[config.mk]
export PLATFORM = sky130hd
export DESIGN_NAME = inst_mem_loader
export DESIGN_NICKNAME = d
export VERILOG_FILES = /design/src/rtl/inst_mem_loader.sv
export SDC_FILE = /design/constraint.sdc
export NUM_CORES = 2
export LEC_CHECK = 0
export BUFFER_PORTS_ARGS = -buffer_cell sky130_fd_sc_hd__buf_4
export CAP_MARGIN = 25
export CORE_ASPECT_RATIO = 0.8
export CORE_UTILIZATION = 43
export CTS_CLUSTER_SIZE = 14
export DETAILED_ROUTE_END_ITERATION = 16
export SETUP_SLACK_MARGIN = 0.2
export SYNTH_ARGS = -nofsm -noshare
export SYNTH_HDL_FRONTEND = slang
export SYNTH_SLANG_ARGS = --single-unit
[constraint.sdc]
create_clock -name clk -period 5.2 [get_ports clk]
set_clock_uncertainty 0.2 [all_clocks]
set_input_delay 0.52 -clock clk [delete_from_list [all_inputs] [get_ports clk]]
set_output_delay 0.52 -clock clk [all_outputs]
set_load 0.1 [all_outputs]
[src/rtl/inst_mem_loader.sv]
// Instruction memory loader: accepts a program over a valid/ready stream,
// stores it in on-chip storage, then serves fetches combinationally to the
// processor's program counter.
module inst_mem_loader #(
  parameter int          AW        = 8,
  parameter int          DEPTH     = 256,
  parameter logic [15:0] FILL_INST = 16'h0000
) (
  input  logic          clk,
  input  logic          rst_n,
  input  logic          ld_start,
  input  logic          ld_valid,
  output logic          ld_ready,
  input  logic [15:0]   ld_data,
  input  logic          ld_last,
  input  logic [AW-1:0] pc,
  output logic [15:0]   inst,
  output logic          run,
  output logic          err,
  output logic [AW:0]   ld_count
);

  typedef enum logic [1:0] {
    IDLE = 2'd0,
    LOAD = 2'd1,
    RUN  = 2'd2,
    ERR  = 2'd3
  } state_t;

  // Count value at which one more non-final word fills the storage.
  localparam logic [AW:0] LAST_IDX = (AW+1)'(DEPTH - 1);
  localparam logic [AW:0] ONE      = (AW+1)'(1);

  state_t      state;
  state_t      state_nxt;
  logic [AW:0] count_nxt;
  logic        wr_en;

  // Instruction storage; never reset, a new load overwrites it.
  logic [15:0] mem [DEPTH];

  // State and word-count registers.
  always_ff @(posedge clk or negedge rst_n) begin
    if (!rst_n) begin
      state    <= IDLE;
      ld_count <= '0;
    end else begin
      state    <= state_nxt;
      ld_count <= count_nxt;
    end
  end

  // Next-state, word counting, write enable and status outputs.
  always_comb begin
    state_nxt = state;
    count_nxt = ld_count;
    wr_en     = 1'b0;
    ld_ready  = 1'b0;
    run       = 1'b0;
    err       = 1'b0;
    unique case (state)
      IDLE: begin
        if (ld_start) begin
          state_nxt = LOAD;
          count_nxt = '0;
        end
      end
      LOAD: begin
        ld_ready = 1'b1;
        // A restart wins over a word presented in the same cycle.
        if (ld_start) begin
          count_nxt = '0;
        end else if (ld_valid) begin
          wr_en     = 1'b1;
          count_nxt = ld_count + ONE;
          if (ld_last) begin
            state_nxt = RUN;
          end else if (ld_count == LAST_IDX) begin
            state_nxt = ERR;
          end
        end
      end
      RUN: begin
        run = 1'b1;
        if (ld_start) begin
          state_nxt = LOAD;
          count_nxt = '0;
        end
      end
      ERR: begin
        err = 1'b1;
        if (ld_start) begin
          state_nxt = LOAD;
          count_nxt = '0;
        end
      end
      default: begin
        state_nxt = IDLE;
      end
    endcase
  end

  // Synchronous write port; only active in LOAD, where ld_count < DEPTH.
  always_ff @(posedge clk) begin
    if (wr_en) begin
      mem[ld_count[AW-1:0]] <= ld_data;
    end
  end

  // Zero-latency fetch: the core registers inst_in itself, so no flop here.
  always_comb begin
    inst = FILL_INST;
    if ((state == RUN) && ({1'b0, pc} < ld_count)) begin
      inst = mem[pc];
    end
  end

endmodule

# --- After elaboration in Yosys (flattened, before gate mapping) ---
# Memories as Yosys holds them, arrays and structs flattened.
# Cells that the tools add are included.
totals:
  regBits: 11
  ramBits: 4096
  input_bits: 29
  out_inout_bits: 28
  elab_cells: 38
  mem_count: 1
mem_list:
  columns: ["name", "words", "width", "read_ports", "rd_clocked_by_memory_dff", "write_ports", "line", "text"]
  rows:
  - ["mem", 256, 16, 1, 0, 1, "40", "logic [15:0] mem [DEPTH];"]
classes:
  add_sub_neg: 1
  order_cmp: 1
  n_eq_ne: 9
  muxes: 19
  n_reduce_logical: 5
ops:
  columns: ["cell", "count"]
  rows:
  - ["9-bit two-way mux", 3]
  - ["9-bit case mux with 2 select lines", 1]
  - ["16-bit two-way mux", 1]
  - ["2-bit two-way mux", 5]
  - ["9-bit by 1-bit adder with 9-bit output, second input constant", 1]
  - ["9-bit by 8-bit equality test with 1-bit output, second input constant", 1]
  - ["8-bit by 9-bit less-than comparator with 1-bit output", 1]
  - ["1-bit two-way mux", 8]
  - ["3-bit != test, second input constant", 2]
  - ["2-bit equality test, second input constant", 2]
  - ["2-bit != test, second input constant", 2]
  - ["2-bit case mux with 2 select lines", 1]
  - ["4-bit AND reduction", 1]
  - ["3-bit OR reduction", 1]
  - ["2-bit by 1-bit equality test with 1-bit output, second input constant", 1]
  - ["2-bit zero test", 1]
  - ["2-bit by 1-bit != test with 1-bit output, second input constant", 1]
  - ["2-bit AND reduction", 1]
  - ["1-bit logical AND", 1]

# --- Logic depth before layout (Yosys ltp) ---
depth:
  word_depth: 6
  ltp_mapped: 14
  mapped_depth_nobuf: 9

# --- Worst setup path before layout ---
# No wires, ideal clock.
synth_path:
  path_kind: "flip-flop to output port"
  from: "register state[1]"
  to: "output inst[0]"
  t_arrival_ns: 4.687
  t_required_ns: 4.480
  path_slack_ns: -0.207
  path_stages_with_launch: 7
  path_buffers: 0
  path_cell_list: "dfrtp_1 inv_1 nor2_1 o21ai_0 nor2_1 nand2_1 o21ai_0"
synth_via:
  elab_chain_len: 3
synth_lines:
  columns: ["element", "line", "text"]
  rows:
  - ["start: declaration", "34", "state_t state;"]
  - ["start signal: assignment", "48", "state <= state_nxt;"]
  - ["2-bit equality test", "113", "if ((state == RUN) && ({1'b0, pc} < ld_count)) begin"]
  - ["1-bit logical AND", "113", null]
  - ["16-bit two-way mux", "113", null]
  - ["end: declaration", "17", "output logic [15:0] inst,"]
# Every way passes these cells.

# --- Worst setup path in the final report ---
layout_path:
  from: "input pc[0]"
  to: "output inst[3]"
layout_via:
  elab_chain_len: 3
  word_cells_on_any_way: 4
  cone_classes: "order compare: 1; mux: 1; reduce/logical: 1; memory: 1"
layout_lines:
  columns: ["element", "line", "text"]
  rows:
  - ["start: declaration", "16", "input logic [AW-1:0] pc,"]
  - ["parallel branches: the longest is 2 deep, another holds memory 256 x 16 bit", null, null]
  - ["16-bit two-way mux *", "113", null]
# Mark *: on every way between the ends.

==> summary.txt <==
Timing
  • RSZ-0062 raised after global routing: yes
  • Hold WS: 0.0786 ns
  • Slew of the pin with the lowest slew margin: 1.33 ns
  • Post-layout min period: 5.02 ns
  • Achievable Freq: 0.199 GHz
  • Slew HR: 0.114
  • Fin crit share: 0.965
  • Max Slew Vio Count: 0
  • Setup tns final: 0 ns
  • Fin. Hold Viols: 0
  • Setup violators final: 0

Worst setup path
  • Worst R2R Setup Slack: 1.23 ns
  • Req. time, crit path: 4.48 ns
  • CP Capture Type: primary output
  • Worst-path fanout max: 17
  • Startpoint types: primary input
  • Crit Path Category: primary input to primary output
  • Critical Path AT: 4.30 ns

Finish
  • Most frequent cells in the layout: edfxtp_1 (4096), mux2i_1 (918), buf_4 (704)
  • Layout cell share with drive strength beyond 1: 0.234
  • Area growth syn-to-layout: 14.6%
  • Commonest non-fill, non-tap cell in the layout: edfxtp_1
  • Nets: 8787

Logic synthesis
  • Ys async rst share: 0.00268
  • Register area share after synthesis: 0.768
  • Mux cell area share after synthesis: 0.138
  • EDFF count, synth: 4096
  • Post-synthesis compound-gate area fraction: 0.0519
  • Mapped cell area: 0.161 mm^2
  • Post-Synthesis Cells: 8011
  • Top FF cell, synth: edfxtp_1
  • Post-Synth Simple-Gate Area: 0.0199
  • Area contributors post-synth: edfxtp_1 (77%), mux4_2 (7.9%), mux2i_1 (5.7%)
  • Avg Synthesized Cell Area: 20.0 um^2
  • Seq cells post-synth: 4107
  • Largest family of logic cells by synthesized area: multiplexers
  • Post-Synth XOR/XNOR Area: 0.000382
  • Top cell type's share of synthesized area: 0.766
  • Warnings from Yosys: 0
  • Synth area leader: edfxtp_1
  • Syn Nets: 8052
  • Post-Synth Adder-Cell Area: 0.000935
  • Post-synth cell types: 76

Run status
  • Outcome: completed

CTS
  • Worst skew pair latency: 0.95 ns
  • Max Buffers Root-to-Sink: 4
  • CTS Sinks: 4107
  • Root Buffer: clkbuf_16
  • Clock Pin Slew Worst Setup and Hold Paths: 0.06 ns
  • H-tree depth: 5
  • CTS Buf Count: 394
  • CTS tree: done

Global routing
  • Total track usage: 0.254
  • Largest net degree at the start of global routing: 160
  • First-pass GRT wire length: 672000 um
  • Initial antenna violation count: 31
  • Number of global-route vias before repair: 83.3k
  • Gr ovfl total: 0

Drt
  • Total Routed Length: 487000 um
  • Drt pass-1 iters: 6
  • Detail Route Antenna Nets: 0
  • Post-route DRC violation count: 0
  • Via count: 86.9k
  • Vias per inst: 6.20
  • Drt initial violations: 13.4k
  • Drt wl/cell: 34.8 um

Floorplanning
  • Core ar.: 0.371 mm^2
  • Number of core rows: 200
  • Die area: 0.376 mm^2
  • Initial Util: 0.432
  • Die Ht: 548 um
  • Die width: 685 um
  • Io pins: 57

Worst hold path
  • HP Class: primary input to register

Power
  • VDD IR max: 0.000311 V
  • Static Leak: 59.9 nW
  • Cell Pwr Density: 373 mW/mm^2

Place
  • PortBufs: 56
  • Post-DP HPWL: 301000 um
  • Routability cong.: 0.895

Flow run
  • Max-Cap Viols: 0
-- what timing repair did --
action,in CTS,in global routing
pin swaps,0,1
cloned,0,2
hold endpoints to repair,841,0
hold buffers,19,0
resized for setup,26,17
buffers inserted,3,0
setup endpoints to repair,11,9
-- sequential cells by signal, indices dropped and copies added, names as in the netlist --
signal / flops
mem: 4096
ld_count: 9
state: 2
-- kinds of logic after synthesis --
kind of cell | count (synthesis)
AO/OA/AOI/OAI | 1132
flip-flops | 4107
AND/OR/NAND/NOR | 742
multiplexers | 1497
adder cells (fa/ha/maj) | 12
XOR/XNOR | 7
buffers and inverters | 514
-- stage by stage --
| stage | std cells | area [um^2] | power (W) | util | setup slack [ns] |
|---|---|---|---|---|---|
| final | 14000 | 184000 | 0.0686 | 0.495 | 0.181 |
| after global routing | 14000 | 184000 | 0.0701 | 0.495 | 0.166 |
| after CTS | 14000 | 184000 | 0.0688 | 0.495 | 0.155 |
| after detailed placement | 13300 | 171000 | 0.0411 | 0.461 | -0.237 |
| after global placement | 13300 | 171000 | 0.0410 | 0.460 | -0.340 |
| after floorplan | 8011 | 161000 | 0.0390 | - | -0.203 |
-- where the power goes --
group          internal, W  switching (W)  leakage (nW)
clock               0.0158         0.0123          6.04
sequential          0.0364     0.00000974          36.9
combinational      0.00128        0.00274          16.9
total               0.0535         0.0151          59.9
-- final cells by class --
cell class                 instances  area [um^2]
tap                             4949         6190
multi-input combinational       3390        34400
sequential                      4107       123000
fill                           29900       187000
clock buffer                     494        10500
clock inverter                   203         1830
antenna                           15         37.5
timing repair buffer             838         7700
inverter                          15         73.8
-- final timing paths --
kind | cells after the start | from | endpoint
worst max-delay path | 14 | pc[0] | inst[3]
worst min-delay path | 1 | ld_data[4] | mem[228][4]$_DFFE_PP_
worst max register to register | 9 | state[0]$_DFFE_PN0P_ | mem[253][6]$_DFFE_PP_
min in group asynchronous | 3 | rst_n | ld_count[6]$_DFFE_PN0P_
max in group asynchronous | 3 | rst_n | state[1]$_DFFE_PN0P_
worst min register to register | 1 | state[0]$_DFFE_PN0P_ | state[0]$_DFFE_PN0P_
-- critical path: stages --
cell	delay, ns
buf_16	0.20
buf_12	0.22
buf_4	0.33
mux2i_1	0.14
a221oi_1	0.33
buf_4	0.22
o31ai_1	0.14
a21oi_1	0.25
a2111oi_0	0.11
buf_4	0.18
or4b_1	0.62
o22ai_2	0.44
buf_4	0.19
buf_4	0.28
-- layer usage --
metal / up-vias / global-route usage / wire length, um
met5: - / 0 / 51
met4: 8 / 0.0883 / 18800
met3: 739 / 0.0530 / 53700
met2: 5133 / 0.376 / 216000
met1: 46100 / 0.375 / 198000
li1: 35000 / - / -
-- cell usage after synthesis, types with 78 or more instances --
library cell,instances
mux4_2,565
nor2_1,406
o21ai_0,214
a221o_1,111
nor3_1,83
edfxtp_1,4096
clkbuf_1,187
a22oi_1,78
mux2i_1,918
a21oi_1,152
buf_2,89
buf_6,120
a221oi_1,265
nand2_1,104
Note: power is estimated with default switching activity, not from simulation.
